==> src/rtl/mod12_cnt_sched_pkg.sv <==
// Shared definitions for the mod-12 counter scheduler: command opcodes,
// scheduler FSM states and the counter's top value.
package mod12_cnt_sched_pkg;

    typedef enum logic [1:0] {
        OP_LOAD = 2'b00,
        OP_UP   = 2'b01,
        OP_DOWN = 2'b10,
        OP_RSVD = 2'b11
    } op_e;

    typedef enum logic [1:0] {
        IDLE = 2'b00,
        EXEC = 2'b01,
        RESP = 2'b10
    } state_e;

    localparam logic [3:0] MOD12_MAX = 4'd11;

endpackage

==> src/rtl/mod12_counter.sv <==
// Mod-12 up/down counter with a synchronous parallel load.
// load_i has priority over counting; mode_i=1 counts up and mode_i=0 counts down.
module mod12_counter
    import mod12_cnt_sched_pkg::*;
(
    input  logic       clk,
    input  logic       rst,
    input  logic       load_i,
    input  logic       mode_i,
    input  logic [3:0] datain_i,
    output logic [3:0] count_o
);

    logic [3:0] count_q;
    logic [3:0] count_d;

    // NOTE: count_d is assigned first, so no path leaves it unassigned and no latch is inferred.
    always_comb begin
        count_d = count_q;
        if (load_i) begin
            count_d = datain_i;
        end else if (mode_i) begin
            count_d = (count_q == MOD12_MAX) ? 4'd0 : count_q + 4'd1;
        end else begin
            count_d = (count_q == 4'd0) ? MOD12_MAX : count_q - 4'd1;
        end
    end

    // NOTE: state registers use non-blocking assignments, so every flop samples pre-edge values.
    always_ff @(posedge clk) begin
        if (rst) begin
            count_q <= 4'd0;
        end else begin
            count_q <= count_d;
        end
    end

    assign count_o = count_q;

endmodule

==> src/rtl/mod12_cnt_sched.sv <==
// Two-requester round-robin command scheduler that owns a single mod-12 counter.
// Each command is accepted in IDLE, is executed in EXEC and is answered with a one-cycle RESP pulse.
module mod12_cnt_sched
    import mod12_cnt_sched_pkg::*;
(
    input  logic       clk,
    input  logic       rst,
    input  logic       req0_valid,
    input  logic [1:0] req0_op,
    input  logic [3:0] req0_arg,
    output logic       req0_ready,
    input  logic       req1_valid,
    input  logic [1:0] req1_op,
    input  logic [3:0] req1_arg,
    output logic       req1_ready,
    output logic       rsp_valid,
    output logic       rsp_id,
    output logic [3:0] rsp_count,
    output logic       rsp_err,
    output logic       busy,
    output logic [3:0] count
);

    state_e     state_q;
    op_e        cmd_op_q;
    logic [3:0] cmd_arg_q;
    logic [3:0] rem_q;
    logic       cmd_id_q;
    logic       last_grant_q;
    logic       rsp_valid_q;
    logic       rsp_id_q;
    logic       rsp_err_q;

    logic       any_valid;
    logic       grant_id;
    logic       accept;
    op_e        sel_op;
    logic [3:0] sel_arg;
    logic       sel_err;
    logic       sel_noop;

    logic       ctr_load;
    logic       ctr_mode;
    logic [3:0] ctr_datain;
    logic [3:0] count_w;

    // On contention the requester not granted last wins; a lone requester always wins.
    assign any_valid = req0_valid | req1_valid;
    assign grant_id  = (req0_valid & req1_valid) ? ~last_grant_q : req1_valid;
    assign accept    = (state_q == IDLE) & any_valid & ~rst;

    assign req0_ready = accept & ~grant_id;
    assign req1_ready = accept & grant_id;

    assign sel_op   = op_e'(grant_id ? req1_op : req0_op);
    assign sel_arg  = grant_id ? req1_arg : req0_arg;
    assign sel_err  = (sel_op == OP_RSVD) || ((sel_op == OP_LOAD) && (sel_arg > MOD12_MAX));
    assign sel_noop = ((sel_op == OP_UP) || (sel_op == OP_DOWN)) && (sel_arg == 4'd0);

    // The counter holds by reloading itself; it only loads arg in EXEC, where arg is known to be < 12.
    always_comb begin
        ctr_load   = 1'b1;
        ctr_mode   = 1'b0;
        ctr_datain = count_w;
        if (state_q == EXEC) begin
            if (cmd_op_q == OP_LOAD) begin
                ctr_datain = cmd_arg_q;
            end else begin
                ctr_load = 1'b0;
                ctr_mode = (cmd_op_q == OP_UP);
            end
        end
    end

    always_ff @(posedge clk) begin
        if (rst) begin
            state_q      <= IDLE;
            cmd_op_q     <= OP_LOAD;
            cmd_arg_q    <= 4'd0;
            rem_q        <= 4'd0;
            cmd_id_q     <= 1'b0;
            last_grant_q <= 1'b1;
            rsp_valid_q  <= 1'b0;
            rsp_id_q     <= 1'b0;
            rsp_err_q    <= 1'b0;
        end else begin
            case (state_q)
                IDLE: begin
                    if (accept) begin
                        last_grant_q <= grant_id;
                        cmd_op_q     <= sel_op;
                        cmd_arg_q    <= sel_arg;
                        cmd_id_q     <= grant_id;
                        rem_q        <= (sel_op == OP_LOAD) ? 4'd1 : sel_arg;
                        if (sel_err || sel_noop) begin
                            state_q     <= RESP;
                            rsp_valid_q <= 1'b1;
                            rsp_id_q    <= grant_id;
                            rsp_err_q   <= sel_err;
                        end else begin
                            state_q <= EXEC;
                        end
                    end
                end
                EXEC: begin
                    rem_q <= rem_q - 4'd1;
                    if (rem_q == 4'd1) begin
                        state_q     <= RESP;
                        rsp_valid_q <= 1'b1;
                        rsp_id_q    <= cmd_id_q;
                        rsp_err_q   <= 1'b0;
                    end
                end
                RESP: begin
                    state_q     <= IDLE;
                    rsp_valid_q <= 1'b0;
                    rsp_id_q    <= 1'b0;
                    rsp_err_q   <= 1'b0;
                end
                default: begin
                    state_q <= IDLE;
                end
            endcase
        end
    end

    mod12_counter u_counter (
        .clk      (clk),
        .rst      (rst),
        .load_i   (ctr_load),
        .mode_i   (ctr_mode),
        .datain_i (ctr_datain),
        .count_o  (count_w)
    );

    assign count     = count_w;
    assign busy      = (state_q != IDLE);
    assign rsp_valid = rsp_valid_q;
    assign rsp_id    = rsp_id_q;
    assign rsp_err   = rsp_err_q;
    assign rsp_count = rsp_valid_q ? count_w : 4'd0;

endmodule

==> config.mk <==
export PLATFORM = sky130hd
export DESIGN_NAME = mod12_cnt_sched
export DESIGN_NICKNAME = d
export VERILOG_FILES = /design/src/rtl/mod12_cnt_sched_pkg.sv /design/src/rtl/mod12_counter.sv /design/src/rtl/mod12_cnt_sched.sv
export SDC_FILE = /design/constraint.sdc
export NUM_CORES = 1
export LEC_CHECK = 0
export ABC_AREA = 1
export CAP_MARGIN = 10
export CORE_MARGIN = 3
export CORE_UTILIZATION = 50
export CTS_BUF_LIST = sky130_fd_sc_hd__clkbuf_4 sky130_fd_sc_hd__clkbuf_8
export DETAILED_ROUTE_END_ITERATION = 12
export DONT_BUFFER_PORTS = 1
export PLACE_DENSITY = 0.69
export REMOVE_ABC_BUFFERS = 1
export SYNTH_ARGS = -nofsm -noshare
export SYNTH_HDL_FRONTEND = slang
export SYNTH_SLANG_ARGS = --single-unit
==> constraint.sdc <==
create_clock -name clk -period 2.5 [get_ports clk]
set_input_delay 0.25 -clock clk [delete_from_list [all_inputs] [get_ports clk]]
set_output_delay 0.25 -clock clk [all_outputs]
set_load 0.03 [all_outputs]
==> results of run 1 <==
## path summary, 6_finish.rpt
path                                  start                   endpoint  slack, ns  cells past startpoint
hold / removal                          rst      rem_q[3]$_SDFFE_PP0P_       0.09                      3
setup / recovery    state_q[1]$_SDFFE_PP0P_                 req0_ready       0.26                      6
hold reg to reg   cmd_arg_q[2]$_SDFFE_PP0P_  cmd_arg_q[2]$_SDFFE_PP0P_       0.48                      2
setup reg to reg  last_grant_q$_SDFFE_PP1P_        rsp_id$_SDFFE_PP0P_       0.31                     14
## per-stage QoR
| stage | setup slack [ns] | util | std cells | power [uW] | hold WS, ns |
|---|---|---|---|---|---|
| 2_1_floorplan | 0.5103 | - | 205 | 1268 | 0.3191 |
| 3_3_place_gp | 0.4054 | 0.5339 | 237 | 1405 | 0.3217 |
| 6_report | 0.2574 | 0.5482 | 242 | 1594 | 0.09402 |
| 4_1_cts | 0.2452 | 0.5482 | 242 | 1600 | 0.09128 |
| 3_5_place_dp | 0.3259 | 0.5339 | 237 | 1424 | 0.3236 |
| 5_1_grt | 0.04573 | 0.5482 | 242 | 1750 | 0.09740 |
## repair_timing
action / in CTS / in global routing
hold endpoints to repair: 2 / 0
endpoints found under the setup margin: 0 / 0
hold buffers: 1 / 0
## power groups by stage
stage / Sequential (uW) / Combinational [uW] / Clock [uW]
after global routing: 635 / 925 / 190
after detailed placement: 627 / 796 / 0
after CTS: 619 / 802 / 179
after global placement: 626 / 779 / 0
final: 617 / 800 / 177
after floorplan: 599 / 669 / 0
## final cells by class
type / instances / area, um2
Fill cell: 281 / 1267
Multi-Input combinational cell: 145 / 882.1
Sequential cell: 21 / 420.4
Inverter: 39 / 148.9
Tap cell: 31 / 38.79
Clock buffer: 4 / 30.03
Timing Repair Buffer: 2 / 17.52
## sequential cells by signal (all words and copies together), names as in the netlist
register           cells
cmd_arg_q              4
cmd_id_q               1
cmd_op_q               2
last_grant_q           1
rem_q                  4
rsp_err                1
rsp_id                 1
rsp_valid              1
state_q                2
u_counter.count_o      4
## cells in the final DEF, fill, tap and decap left out
| cell type | Yosys | final |
|---|---|---|
| buf_4 | 1 | 1 |
| inv_2 | 1 | 1 |
| a31o_2 | 1 | 1 |
| dfxtp_1 | 21 | 21 |
| a211oi_1 | 1 | 1 |
| nor2_8 | 1 | 1 |
| nand3_1 | 18 | 18 |
| xnor2_1 | 2 | 2 |
| o21ai_4 | 1 | 1 |
| nand3_2 | 2 | 2 |
| nand2_1 | 29 | 29 |
| nand2_4 | 3 | 3 |
| or2_2 | 1 | 1 |
| o21ai_1 | 2 | 2 |
| nand2_2 | 9 | 9 |
| o22ai_1 | 3 | 3 |
| nor2_1 | 12 | 12 |
| o211ai_1 | 1 | 1 |
| dlygate4sd3_1 | 0 | 1 |
| clkbuf_4 | 0 | 4 |
| a21oi_1 | 12 | 12 |
| inv_4 | 1 | 1 |
| o21bai_1 | 1 | 1 |
| a311oi_1 | 1 | 1 |
| o21ai_2 | 2 | 2 |
| nor2_4 | 2 | 2 |
| nand4_1 | 2 | 2 |
| a31oi_1 | 2 | 2 |
| nor3_1 | 3 | 3 |
| o221ai_1 | 1 | 1 |
| o21ai_0 | 20 | 20 |
| ha_1 | 11 | 11 |
| nor2_2 | 2 | 2 |
| inv_1 | 37 | 37 |
## cells by family after synthesis
kind of cell               after synthesis
adders and majority gates               11
AOI/OAI and AO/OA                       48
xor gates and xnor gates                 2
and+or+nand+nor                         84
buffers and inverters                   43
DFF                                     21
## worst max-delay path, stage by stage, from the launching register on
cell and delay, ns:
dfxtp_1 0.36, inv_1 0.09, ha_1 0.34, o21ai_2 0.21, nor2_4 0.18, inv_4 0.08
nor2_1 0.43
## routing by layer
| metal | part of all wire | wire, um | vias up | global-route usage |
|---|---|---|---|---|
| met5 | 0 | 0 | - | 0 |
| met3 | 0.055 | 163 | 4 | 0.02766 |
| met4 | 0.010 | 31 | 0 | 0.04644 |
| met2 | 0.47 | 1392 | 41 | 0.3210 |
| met1 | 0.47 | 1385 | 586 | 0.2306 |
| li1 | - | - | 683 | - |
==> out/qor.yml, run 1 <==
cts.sinks: 21
cts_tree: "built"
worstSetupEndpointType: "output port"
dr.pass1.iters: 4
die_x_um: 60.55
syn_area_mm2: 0.001488
wire_per_inst_um: 12.28
post-route-min-period_ns: 2.243
muxShareOfSynthArea: 0
yosys.area.top_type_share: 0.2826
synthAdderAreaFrac: 0.09251
design_area_mm2: 0.001538
post_cts_resized: 0
synth-simple-area-share: 0.2977
grt_max_degree: 16
synth.most_common_cell: "inv_1"
dpl-instance-area_mm2: 0.001498
yosysSeqAreaShare: 0.2826
synth_top_family_by_area: "simple AND/OR/NAND/NOR gates"
ios: 30
die_y_um: 60.55
grt_use_total: 0.1813
antenna_cells: 0
crit_type: "reg2out"
antenna_found_initial: 0
slew_headroom: 0.6291
grt_pass1_vias: 1260
clk_pin_slew_worst_paths_ns: 0.12
vias: 1314
synth-compound-area-share: 0.1909
rsz0062_at_grt: "false"
yosysWarnings: 0
synth_area_leaders: "dfxtp_1 (28%), inv_1 (9.3%), ha_1 (9.3%)"
fin_setup_tns_ns: 0
synth_ff_type: "dfxtp_1"
hold_viol: 0
synth_xor_area_frac: 0.01177
postRouteAntennaNets: 0
p_int_uw: 799.1
hold_class: "in2reg"
yosys-top-cells-count: "inv_1 (37), nand2_1 (29), dfxtp_1 (21), o21ai_0 (20), nand3_1 (18)"
p_switching_uw: 795.2
clock_latency_ns: 0.30
drcViolationCount: 0
worstMarginPinSlew_ns: 0.5556
p_seq_frac: 0.387
ir_worst_vdd_mv: 0.5927
routed_wl_um: 2972
synth_area_per_cell_um2: 7.118
cts_buffers: 3
setup.worst_path.start_class: "register"
syn_inst: 209
io_buffers: 0
cp.required_ns: 2.25
drive_gt1_frac: 0.1469
cts_max_level: 1
start_util: 0.5303
drt_iter0_markers: 40
p_leak_uw: 0.0007643
synth-edff-count: 0
power_density_mw_per_mm2: 1037
status: "finished clean"
slew_violations: 0
period_share: 0.8970
switching_share: 0.4988
postCtsSetupRepairBufs: 0
cts_root_buf: "clkbuf_4"
ys_ff_latch: 21
cap_violations: 0
p_comb_frac: 0.502
async_flop_share: 0
grt_overflow: 0
area_growth_pct: 3.364
gp_congestion: 0.8468
core_area_mm2: 0.002805
fin_worst_skew_ns: 0.005917
synth_top_cell_by_area: "dfxtp_1"
cp_data_arrival_time_ns: 1.99
finalSetupViolations: 0
viasPerCell: 5.430
clk_path_buf_depth: 2
worstPathMaxFanout: 8
max_freq_ghz: 0.4459
pwr-share-clk: 0.111
rows: 19
grt_pass1_wl_um: 5216
design.die.area_mm2: 0.003666
hpwl_um: 2318
final_nets: 239
yosysUniqueCellTypes: 35
Power figures use the tool's default switching activity.
==> inputs of run 2 (changes only) <==
Settings changed: CAP_MARGIN 10 to not set.
==> results of run 2 <==
Final layout, timing and power as in run 1 (identical DEF).
